**config.mk**
```make
export PLATFORM = sky130hd
export DESIGN_NAME = scroll_reg
export DESIGN_NICKNAME = d
export VERILOG_FILES = /design/src/rtl/scroll_pkg.sv /design/src/rtl/tick_div.sv /design/src/rtl/scroll_reg.sv
export SDC_FILE = /design/constraint.sdc
export NUM_CORES = 1
export LEC_CHECK = 0
export CAP_MARGIN = 20
export CORE_UTILIZATION = 53
export CTS_CLUSTER_DIAMETER = 120
export DETAILED_ROUTE_END_ITERATION = 10
export PLACE_DENSITY_LB_ADDON = 0.1
export SYNTH_ARGS = -nofsm -noshare
export SYNTH_HDL_FRONTEND = slang
export SYNTH_SLANG_ARGS = --single-unit
```
**constraint.sdc**
```tcl
create_clock -name in_CLK -period 5.29 [get_ports in_CLK]
set_clock_uncertainty 0.2 [all_clocks]
set_input_delay 1.3225 -clock in_CLK [delete_from_list [all_inputs] [get_ports in_CLK]]
set_output_delay 1.3225 -clock in_CLK [all_outputs]
set_load 0.005 [all_outputs]
```
**src/rtl/scroll_pkg.sv**
```systemverilog
// Shared definitions for the scrolling register: step-mode encodings and field widths.
package scroll_pkg;

  localparam int unsigned MODE_W = 2;

  typedef enum logic [MODE_W-1:0] {
    MODE_HOLD = 2'b00,
    MODE_ROL  = 2'b01,
    MODE_ROR  = 2'b10,
    MODE_SHL  = 2'b11
  } mode_e;

endpackage

```
**src/rtl/tick_div.sv**
```systemverilog
// Programmable prescaler: emits one tick every in_DIV+1 enabled cycles.
module tick_div #(
  parameter int unsigned DIV_W = 8
) (
  input  logic             in_CLK,
  input  logic             in_RST,
  input  logic             in_EN,
  input  logic             in_CLR,
  input  logic [DIV_W-1:0] in_DIV,
  output logic             out_TICK
);

  logic [DIV_W-1:0] cnt;
  logic             hit_c;

  // The >= compare makes a lowered divisor fire on the very next enabled cycle.
  assign hit_c    = (cnt >= in_DIV);
  // Combinational so the parent register moves on the same edge the count expires.
  assign out_TICK = in_EN && !in_CLR && hit_c;

  always_ff @(posedge in_CLK or posedge in_RST) begin
    if (in_RST) begin
      cnt <= '0;
    end else if (in_CLR) begin
      cnt <= '0;
    end else if (in_EN) begin
      if (hit_c) begin
        cnt <= '0;
      end else begin
        cnt <= cnt + DIV_W'(1);
      end
    end
  end

endmodule

```
**src/rtl/scroll_reg.sv**
```systemverilog
// Scrolling shift/rotate register with prescaled stepping, position tracking
// and registered step / wrap pulses.
module scroll_reg
  import scroll_pkg::*;
#(
  parameter int unsigned     WIDTH = 16,
  parameter int unsigned     DIV_W = 8,
  parameter logic [WIDTH-1:0] INIT = '0
) (
  input  logic                     in_CLK,
  input  logic                     in_RST,
  input  logic                     in_EN,
  input  logic                     in_LOAD,
  input  logic [WIDTH-1:0]         in_D,
  input  logic [MODE_W-1:0]        in_MODE,
  input  logic                     in_SER,
  input  logic [DIV_W-1:0]         in_DIV,
  output logic [WIDTH-1:0]         out_Q,
  output logic [$clog2(WIDTH)-1:0] out_POS,
  output logic                     out_STEP,
  output logic                     out_WRAP
);

  localparam int unsigned POS_W = $clog2(WIDTH);

  mode_e             mode;
  logic              tick_c;
  logic              pos_at_max;
  logic              pos_at_min;
  logic [POS_W-1:0]  pos_inc;
  logic [POS_W-1:0]  pos_dec;
  logic [WIDTH-1:0]  q_nxt;
  logic [POS_W-1:0]  pos_nxt;
  logic              step_nxt;
  logic              wrap_nxt;

  // Load clears the prescaler so counting restarts aligned to the new data.
  tick_div #(
    .DIV_W (DIV_W)
  ) u_tick_div (
    .in_CLK   (in_CLK),
    .in_RST   (in_RST),
    .in_EN    (in_EN),
    .in_CLR   (in_LOAD),
    .in_DIV   (in_DIV),
    .out_TICK (tick_c)
  );

  assign mode       = mode_e'(in_MODE);
  assign pos_at_max = (out_POS == POS_W'(WIDTH - 1));
  assign pos_at_min = (out_POS == '0);
  assign pos_inc    = pos_at_max ? '0 : out_POS + POS_W'(1);
  assign pos_dec    = pos_at_min ? POS_W'(WIDTH - 1) : out_POS - POS_W'(1);

  // Next-state: load wins over any tick; a tick in hold mode changes nothing.
  always_comb begin
    q_nxt    = out_Q;
    pos_nxt  = out_POS;
    step_nxt = 1'b0;
    wrap_nxt = 1'b0;
    if (in_LOAD) begin
      q_nxt   = in_D;
      pos_nxt = '0;
    end else if (tick_c) begin
      case (mode)
        MODE_ROL: begin
          q_nxt    = {out_Q[WIDTH-2:0], out_Q[WIDTH-1]};
          pos_nxt  = pos_inc;
          step_nxt = 1'b1;
          wrap_nxt = pos_at_max;
        end
        MODE_ROR: begin
          q_nxt    = {out_Q[0], out_Q[WIDTH-1:1]};
          pos_nxt  = pos_dec;
          step_nxt = 1'b1;
          wrap_nxt = pos_at_min;
        end
        MODE_SHL: begin
          q_nxt    = {out_Q[WIDTH-2:0], in_SER};
          pos_nxt  = pos_inc;
          step_nxt = 1'b1;
          wrap_nxt = pos_at_max;
        end
        default: begin
          q_nxt = out_Q;
        end
      endcase
    end
  end

  always_ff @(posedge in_CLK or posedge in_RST) begin
    if (in_RST) begin
      out_Q    <= INIT;
      out_POS  <= '0;
      out_STEP <= 1'b0;
      out_WRAP <= 1'b0;
    end else begin
      out_Q    <= q_nxt;
      out_POS  <= pos_nxt;
      out_STEP <= step_nxt;
      out_WRAP <= wrap_nxt;
    end
  end

endmodule

```
==> results of run 1 <==
==> metal layers <==
metal,wire length [µm],global-route usage,vias up
met5,0,0,-
li1,-,-,1072
met1,2370,0.349,983
met4,84,0.0734,0
met2,2450,0.429,108
met3,418,0.0503,12
==> path summary, 6_finish.rpt <==
kind,depth (start not counted),end,slack (ps),from
worst max-delay path,7,u_tick_div.cnt[7],1460,in_DIV[0]
worst min-delay path,2,u_tick_div.cnt[0],370,u_tick_div.cnt[0]
worst max register to register,7,u_tick_div.cnt[7],2480,u_tick_div.cnt[0]
worst min register to register,2,u_tick_div.cnt[0],370,u_tick_div.cnt[0]
max in group asynchronous,3,out_POS[1],3380,in_RST
min in group asynchronous,3,out_Q[14],1220,in_RST
==> sequential cells by signal, indices dropped and copies added, names as in the netlist <==
name,count
out_POS,4
out_WRAP,1
out_STEP,1
u_tick_div.cnt,8
out_Q,16
==> synthesized netlist by cell type (all sizes together) (2+ instances only) <==
library cell	count
a211oi	2
a21oi	29
a22oi	16
a311oi	2
a31o	4
a31oi	4
and3	3
buf	4
clkbuf	15
dfrtp	30
ha	16
inv	17
nand2	40
nand2b	3
nand3	9
nand3b	3
nor2	12
nor3	3
o211ai	2
o21ai	36
or4	4
xnor2	3
==> cell type report <==
| cell class | count | area [µm²] |
|---|---|---|
| timing repair buffer | 58 | 569 |
| tap | 48 | 60.1 |
| fill | 297 | 961 |
| clock inverter | 1 | 30.0 |
| inverter | 17 | 63.8 |
| multi-input combinational | 205 | 1250 |
| sequential | 30 | 751 |
| clock buffer | 6 | 82.6 |
==> cell families (layout without fill, tap and decap cells) <==
family,after synthesis,after routing,synth area share
and+or+nand+nor,84,84,0.184
xor gates and xnor gates,3,3,0.0123
buffers and inverters,36,82,0.0677
adders and majority gates,16,16,0.0934
AOI/OAI and AO/OA,102,102,0.292
DFF,30,30,0.350
==> where the power goes <==
part	leakage (nW)	internal [mW]	total [mW]	switching (mW)
Combinational	0.773	0.0680	0.127	0.0593
Sequential	0.388	0.242	0.258	0.0160
Clock	0.0573	0.151	0.239	0.0880
==> worst register-to-register path: cells and delay by family (launching register included) <==
| kind | cells | cell delay (ps) |
|---|---|---|
| AO/OA/AOI/OAI | 3 | 1090 |
| adder cells (fa/ha/maj) | 1 | 260 |
| buffers and inverters | 1 | 70 |
| flip-flops | 1 | 390 |
| AND/OR/NAND/NOR | 2 | 720 |
==> through the flow <==
stage	std cells	setup slack, ps
final	365	1460
after global routing	365	1240
after CTS	363	1460
after detailed placement	356	1190
after global placement	356	1220
after floorplan	271	1990
==> summary.md, run 1 <==
* run status: completed
* ant diodes: 0
* die boundary width: 65.6 µm
* Post-CTS Hold Fix Bufs: 0
* final WL: 5330 µm
* Total GRT Usage: 0.261
* number of buffers and inverters on the critical path: 1
* FF+latch count, synth: 30
* Core Footprint: 3770 µm²
* number of buffers added by the clock tree synthesis step: 5
* CTS Root Cell: clkbuf_8
* Worst EP required: 5290 ps
* type of the setup path with the least slack: input pin to register
* via count of the routed design: 2,175
* relative slew slack: 0.388
* synthesized net count: 318
* maximum buffer depth of the clock tree: 2
* Die Footprint: 4300 µm²
* clock latency reported for the late side of the worst-skew pair: 280 ps
* areal power density over the cells: 222 nW/µm²
* detail-routed net length per standard cell: 14.6 µm
* post-layout utilization of the core: 0.745
* Max Clock Freq: 0.261 GHz
* Design Area, Final: 2810 µm²
* Max Fanout on Critical Path: 26
* crit share post-route: 0.724
* clock sink count: 30
* Post-Synthesis Mean Instance Area: 7.91 µm²
* number of enable-type register cells in the synthesized netlist: 0
* remaining number of nets flagged by the antenna check after routing: 0
* number of buffers inserted to repair setup after CTS: 0
* share of post-route cells with drive strength above 1: 0.0599
* most common cell after layout, fill and taps aside: clkdlybuf4s50_1
* cell with the largest stage delay on the worst path: or4_1
* Port Buf Inserts: 52
* leakage: 1.22 nW
* worst-margin pin slew: 915 ps
* hold_ws: 365 ps
* highest-count cells in the layout ignoring fill and taps: 52 x clkdlybuf4s50_1, 40 x nand2_1, 36 x o21ai_0, 30 x dfrtp_1, 29 x a21oi_1
* cell types occupying the most area after synthesis: dfrtp_1 35%, ha_1 9.3%, o21ai_0 8.4%
* Hold/Removal Path Class: register to register
* share of the synthesized area in the top cell type: 0.350
* Die Ht: 65.6 µm
* maximum number of pins on one net before global-route repair: 32
* most used flip-flop cell after synthesis: dfrtp_1
* wire length of the first global-routing pass: 8740 µm
* clock-pin slew reported for the worst setup and hold paths after clock tree synthesis: 70 ps
* initial cell density of the core: 0.568
* RSZ-0062 raised after global routing: no
* final hold violation count: 0
* initial antenna violation count: 0
* Tmin final: 3830 ps
* number of setup violations in the final report: 0
* per-cell via count in the routed design: 5.96
* biggest area consumer among synthesized cells: dfrtp_1
* Final TNS setup: 0 ps
* P&R area growth vs syn: 31.1%
* DPL Wire Length: 3440 µm
* cells traversed along the worst timing path: clkdlybuf4s50_1 > ha_1 > nand2b_1 > a2111o_1 > a31o_1 > or4_1 > a31oi_1
* total grt overflow: 0
* endpoint type of the worst setup path: register
* register area share after synthesis: 0.350
* Max-cap violations: 0
* via count of the first global-routing pass: 1,971
* post-synthesis instance total: 271
* placed instance area: 2680 µm²
* Synth cell types: 40
* number of rows in the core area: 22
* Mapped Area: 2140 µm²
* violation count after the first detailed-route iteration: 234
* highest cell delay on the worst timing path: 580 ps
* number of search-and-repair iterations in the first detailed-routing pass: 4
* CP delay by family, top: compound AO/OA/AOI/OAI gates
* Total Power Consumption: 0.624 mW
* Setup crit start kind: input pin
* TritonCTS clock tree: built
* Remaining DRCs: 0
* Layout Nets: 364
* count of warnings emitted by yosys: 0
* CTS resizes: 0
* total count of max-transition violations in the final report: 0
* maximum VDD drop: 0.164 mV
* final estimated routing congestion in global placement: 0.822
* ports placed on the boundary: 53
* H-tree levels: 2
* worst path arrival time: 3820 ps
* fraction of registers with async set or reset after synthesis: 1.00
(Power assumes the default switching activity.)
==> run 2, diff against run 1 <==
--- a/config.mk
+++ b/config.mk
@@ -6,7 +6,7 @@
 export NUM_CORES = 1
 export LEC_CHECK = 0
 export CAP_MARGIN = 20
-export CORE_UTILIZATION = 53
+export CORE_UTILIZATION = 45
 export CTS_CLUSTER_DIAMETER = 120
 export DETAILED_ROUTE_END_ITERATION = 10
 export PLACE_DENSITY_LB_ADDON = 0.1
==> constraint.sdc (replaced) <==
create_clock -name in_CLK -period 3.3 [get_ports in_CLK]
set_clock_uncertainty 0.2 [all_clocks]
set_input_delay 0.825 -clock in_CLK [delete_from_list [all_inputs] [get_ports in_CLK]]
set_output_delay 0.825 -clock in_CLK [all_outputs]
set_load 0.005 [all_outputs]
==> run 2 against run 1 <==
  * The flow now finishes with violations (DRC)
  * Cell count increased by 3.3%
  * Via count decreased by 0.60%
  * Design area rose by 2.6%
  * Highest routed layer unchanged
  * Critical endpoint is now out_POS[1]
  * Largest cell class unchanged
  * Sequential power rose by 60%
  * Total power is 62% higher
  * Critical path depth rose by 3
  * First-iteration DRC count is 3.0% lower
  * Setup slack worse by 1200 ps
==> summary.md, run 2 (synthesis results as in run 1) <==
* combinational cell fraction of total power: 0.208, was 0.204
* crit share post-route: 0.906
* highest cell delay on the worst timing path: 450 ps, was 580 ps
* Worst EP required: 3290 ps, was 5290 ps
* ports placed on the boundary: 53, unchanged
* maximum number of pins on one net before global-route repair: 31, was 32
* Flop pwr share: 0.409, was 0.414
* Worst Slack Setup Final: 310 ps, was 1460 ps
* detail-routed net length per standard cell: 14.6 µm, about the same
* total grt overflow: 0, unchanged
* via count of the first global-routing pass: 2,024, was 1,971
* Final TNS setup: 0 ps, unchanged
* endpoint type of the worst setup path: register, unchanged
* layout filler cell count: 432, was 297
* ant diodes: 0, unchanged
* Tmin final: 2990 ps
* cell with the largest stage delay on the worst path: clkdlybuf4s50_1, was or4_1
* RSZ-0062 raised after global routing: no, unchanged
* fraction of power spent switching nets: 0.265, was 0.262
* per-cell via count in the routed design: 5.73, was 5.96
* Global Route met3 Usage: 0.0456, was 0.0503
* number of rows in the core area: 24, was 22
* remaining number of nets flagged by the antenna check after routing: 0, unchanged
* type of the setup path with the least slack: input pin to register, unchanged
* H-tree levels: 2, unchanged
* final estimated routing congestion in global placement: 0.827, was 0.822
* violation count after the first detailed-route iteration: 227, was 234
* number of buffers inserted to repair setup after CTS: 0, unchanged
* number of buffers and inverters on the critical path: 4, was 1
* die boundary width: 71.0 µm, was 65.6 µm
* NetSw: 0.268 mW, was 0.163 mW
* fraction of power consumed by the clock network: 0.383, was 0.382
* initial antenna violation count: 0, unchanged
* clock-pin slew reported for the worst setup and hold paths after clock tree synthesis: 60 ps, was 70 ps
* areal power density over the cells: 351 nW/µm², was 222 nW/µm²
* maximum VDD drop: 0.206 mV, was 0.164 mV
* Post-CTS Hold Fix Bufs: 0, unchanged
* Max-cap violations: 0, unchanged
* cells traversed along the worst timing path: clkdlybuf4s50_1 > inv_1 > ha_1 > nand2_1 > o21ai_0 > a31o_1 > buf_4 > buf_12 > a21oi_1 > a311oi_1, was clkdlybuf4s50_1 > ha_1 > nand2b_1 > a2111o_1 > a31o_1 > or4_1 > a31oi_1
* clock latency reported for the late side of the worst-skew pair: 290 ps, was 280 ps
* DPL Wire Length: 3720 µm, was 3440 µm
* number of search-and-repair iterations in the first detailed-routing pass: 7, was 4
* Setup crit start kind: input pin, unchanged
* TritonCTS clock tree: built, unchanged
* flip-flop count of the largest register, all copies and words added: 16, unchanged
* Hold/Removal Path Class: register to register, unchanged
* final hold violation count: 0, unchanged
* final WL: 5510 µm, was 5330 µm
* initial cell density of the core: 0.479, was 0.568
* Die Ht: 71.0 µm, was 65.6 µm
* CP delay by family, top: compound AO/OA/AOI/OAI gates, unchanged
* via count of the routed design: 2,162, was 2,175
* violated checks: DRC
* worst-margin pin slew: 575 ps, was 915 ps
* met2 capacity usage during global routing: 0.386, was 0.429
* setup slack at placement: 43.6 ps, was 1190 ps
* biggest regs: out_Q (16), u_tick_div.cnt (8), out_POS (4), unchanged
* CTS Root Cell: clkbuf_8, unchanged
* M1 GR Usage: 0.306, was 0.349
* Die Footprint: 5040 µm², was 4300 µm²
* Max Clock Freq: 0.334 GHz
* Total GRT Usage: 0.235, was 0.261
* CTS resizes: 0, unchanged
* highest-count cells in the layout ignoring fill and taps: 52 x clkdlybuf4s50_1, 40 x nand2_1, 36 x o21ai_0, 30 x dfrtp_1, 29 x a21oi_1, unchanged
* wire length of the first global-routing pass: 9290 µm, was 8740 µm
* leakage: 1.26 nW, was 1.22 nW
* P&R area growth vs syn: 34.6%, was 31.1%
* cell internal power dissipation: 0.745 mW, was 0.461 mW
* run status: finished with violations, was completed
* hold_ws: 370 ps, was 365 ps
* Remaining DRCs: 2, was 0
* maximum buffer depth of the clock tree: 2, unchanged
* share of post-route cells with drive strength above 1: 0.0831, was 0.0599
* number of setup violations in the final report: 0, unchanged
* number of buffers added by the clock tree synthesis step: 5, unchanged
* Layout Nets: 372, was 364
* Port Buf Inserts: 52, unchanged
* top register by number of flip-flops: out_Q, unchanged
* most common cell after layout, fill and taps aside: clkdlybuf4s50_1, unchanged
* Max Fanout on Critical Path: 9, was 26
* total count of max-transition violations in the final report: 0, unchanged
* relative slew slack: 0.617, was 0.388
* clock sink count: 30, unchanged
* Core Footprint: 4470 µm², was 3770 µm²
* worst path arrival time: 2980 ps, was 3820 ps
* GRT busiest layer: met2, unchanged
[run 2: changes by cell type in the layout (fill, tap and decap cells not counted)]
cell,delta
buf_12,+1
buf_4,+8
buf_6,-1
[run 2: final cells by class]
cell class	count	area (µm²)	area share
Inverter	17	63.8	0.0221
Tap cell	52	65.1	0.0226
Timing Repair Buffer	66	638	0.221
Clock inverter	1	30.0	0.0104
Multi-Input combinational cell	205	1250	0.435
Sequential cell	30	751	0.260
Clock buffer	6	82.6	0.0286
[run 2: through the flow]
stage | cell area, µm² | util | power [mW] | instances
after floorplan | 2140 | - | 0.518 | 271
after global placement | 2770 | 0.619 | 0.628 | 370
after detailed placement | 2770 | 0.619 | 0.631 | 370
after CTS | 2880 | 0.645 | 1.02 | 377
after global routing | 2880 | 0.645 | 1.06 | 377
final | 2880 | 0.645 | 1.01 | 377
[run 2: final timing paths]
path / startpoint / endpoint / slack (ps) / cells past startpoint
worst min-delay path: u_tick_div.cnt[0] / u_tick_div.cnt[0] / 370 / 2
worst max-delay path: in_DIV[7] / out_POS[1] / 310 / 10
min in group asynchronous: in_RST / out_Q[1] / 720 / 3
max in group asynchronous: in_RST / u_tick_div.cnt[1] / 1890 / 3
worst min register to register: u_tick_div.cnt[0] / u_tick_div.cnt[0] / 370 / 2
worst max register to register: u_tick_div.cnt[0] / out_Q[0] / 850 / 8
[run 2: power by group through the flow]
stage               combinational, mW  sequential (mW)  clock (mW)
floorplan                       0.103            0.416           0
global placement                0.208            0.420           0
detailed placement              0.210            0.420           0
CTS                             0.213            0.414       0.393
global route                    0.235            0.417       0.410
finish                          0.211            0.414       0.388
[run 2: worst reg2reg max path, stage by stage (launching register included)]
cell      delay (ps)
dfrtp_1          380
inv_1             70
ha_1             260
nand2b_1         140
a2111o_1         440
a31o_1           250
buf_4            190
a211o_1          300
o221a_2          120
[run 2: metal layers]
| metal | vias up | share of wire |
|---|---|---|
| met4 | 0 | 0.016 |
| met3 | 5 | 0.061 |
| met5 | - | 0 |
| met1 | 1007 | 0.46 |
| li1 | 1085 | - |
| met2 | 65 | 0.46 |
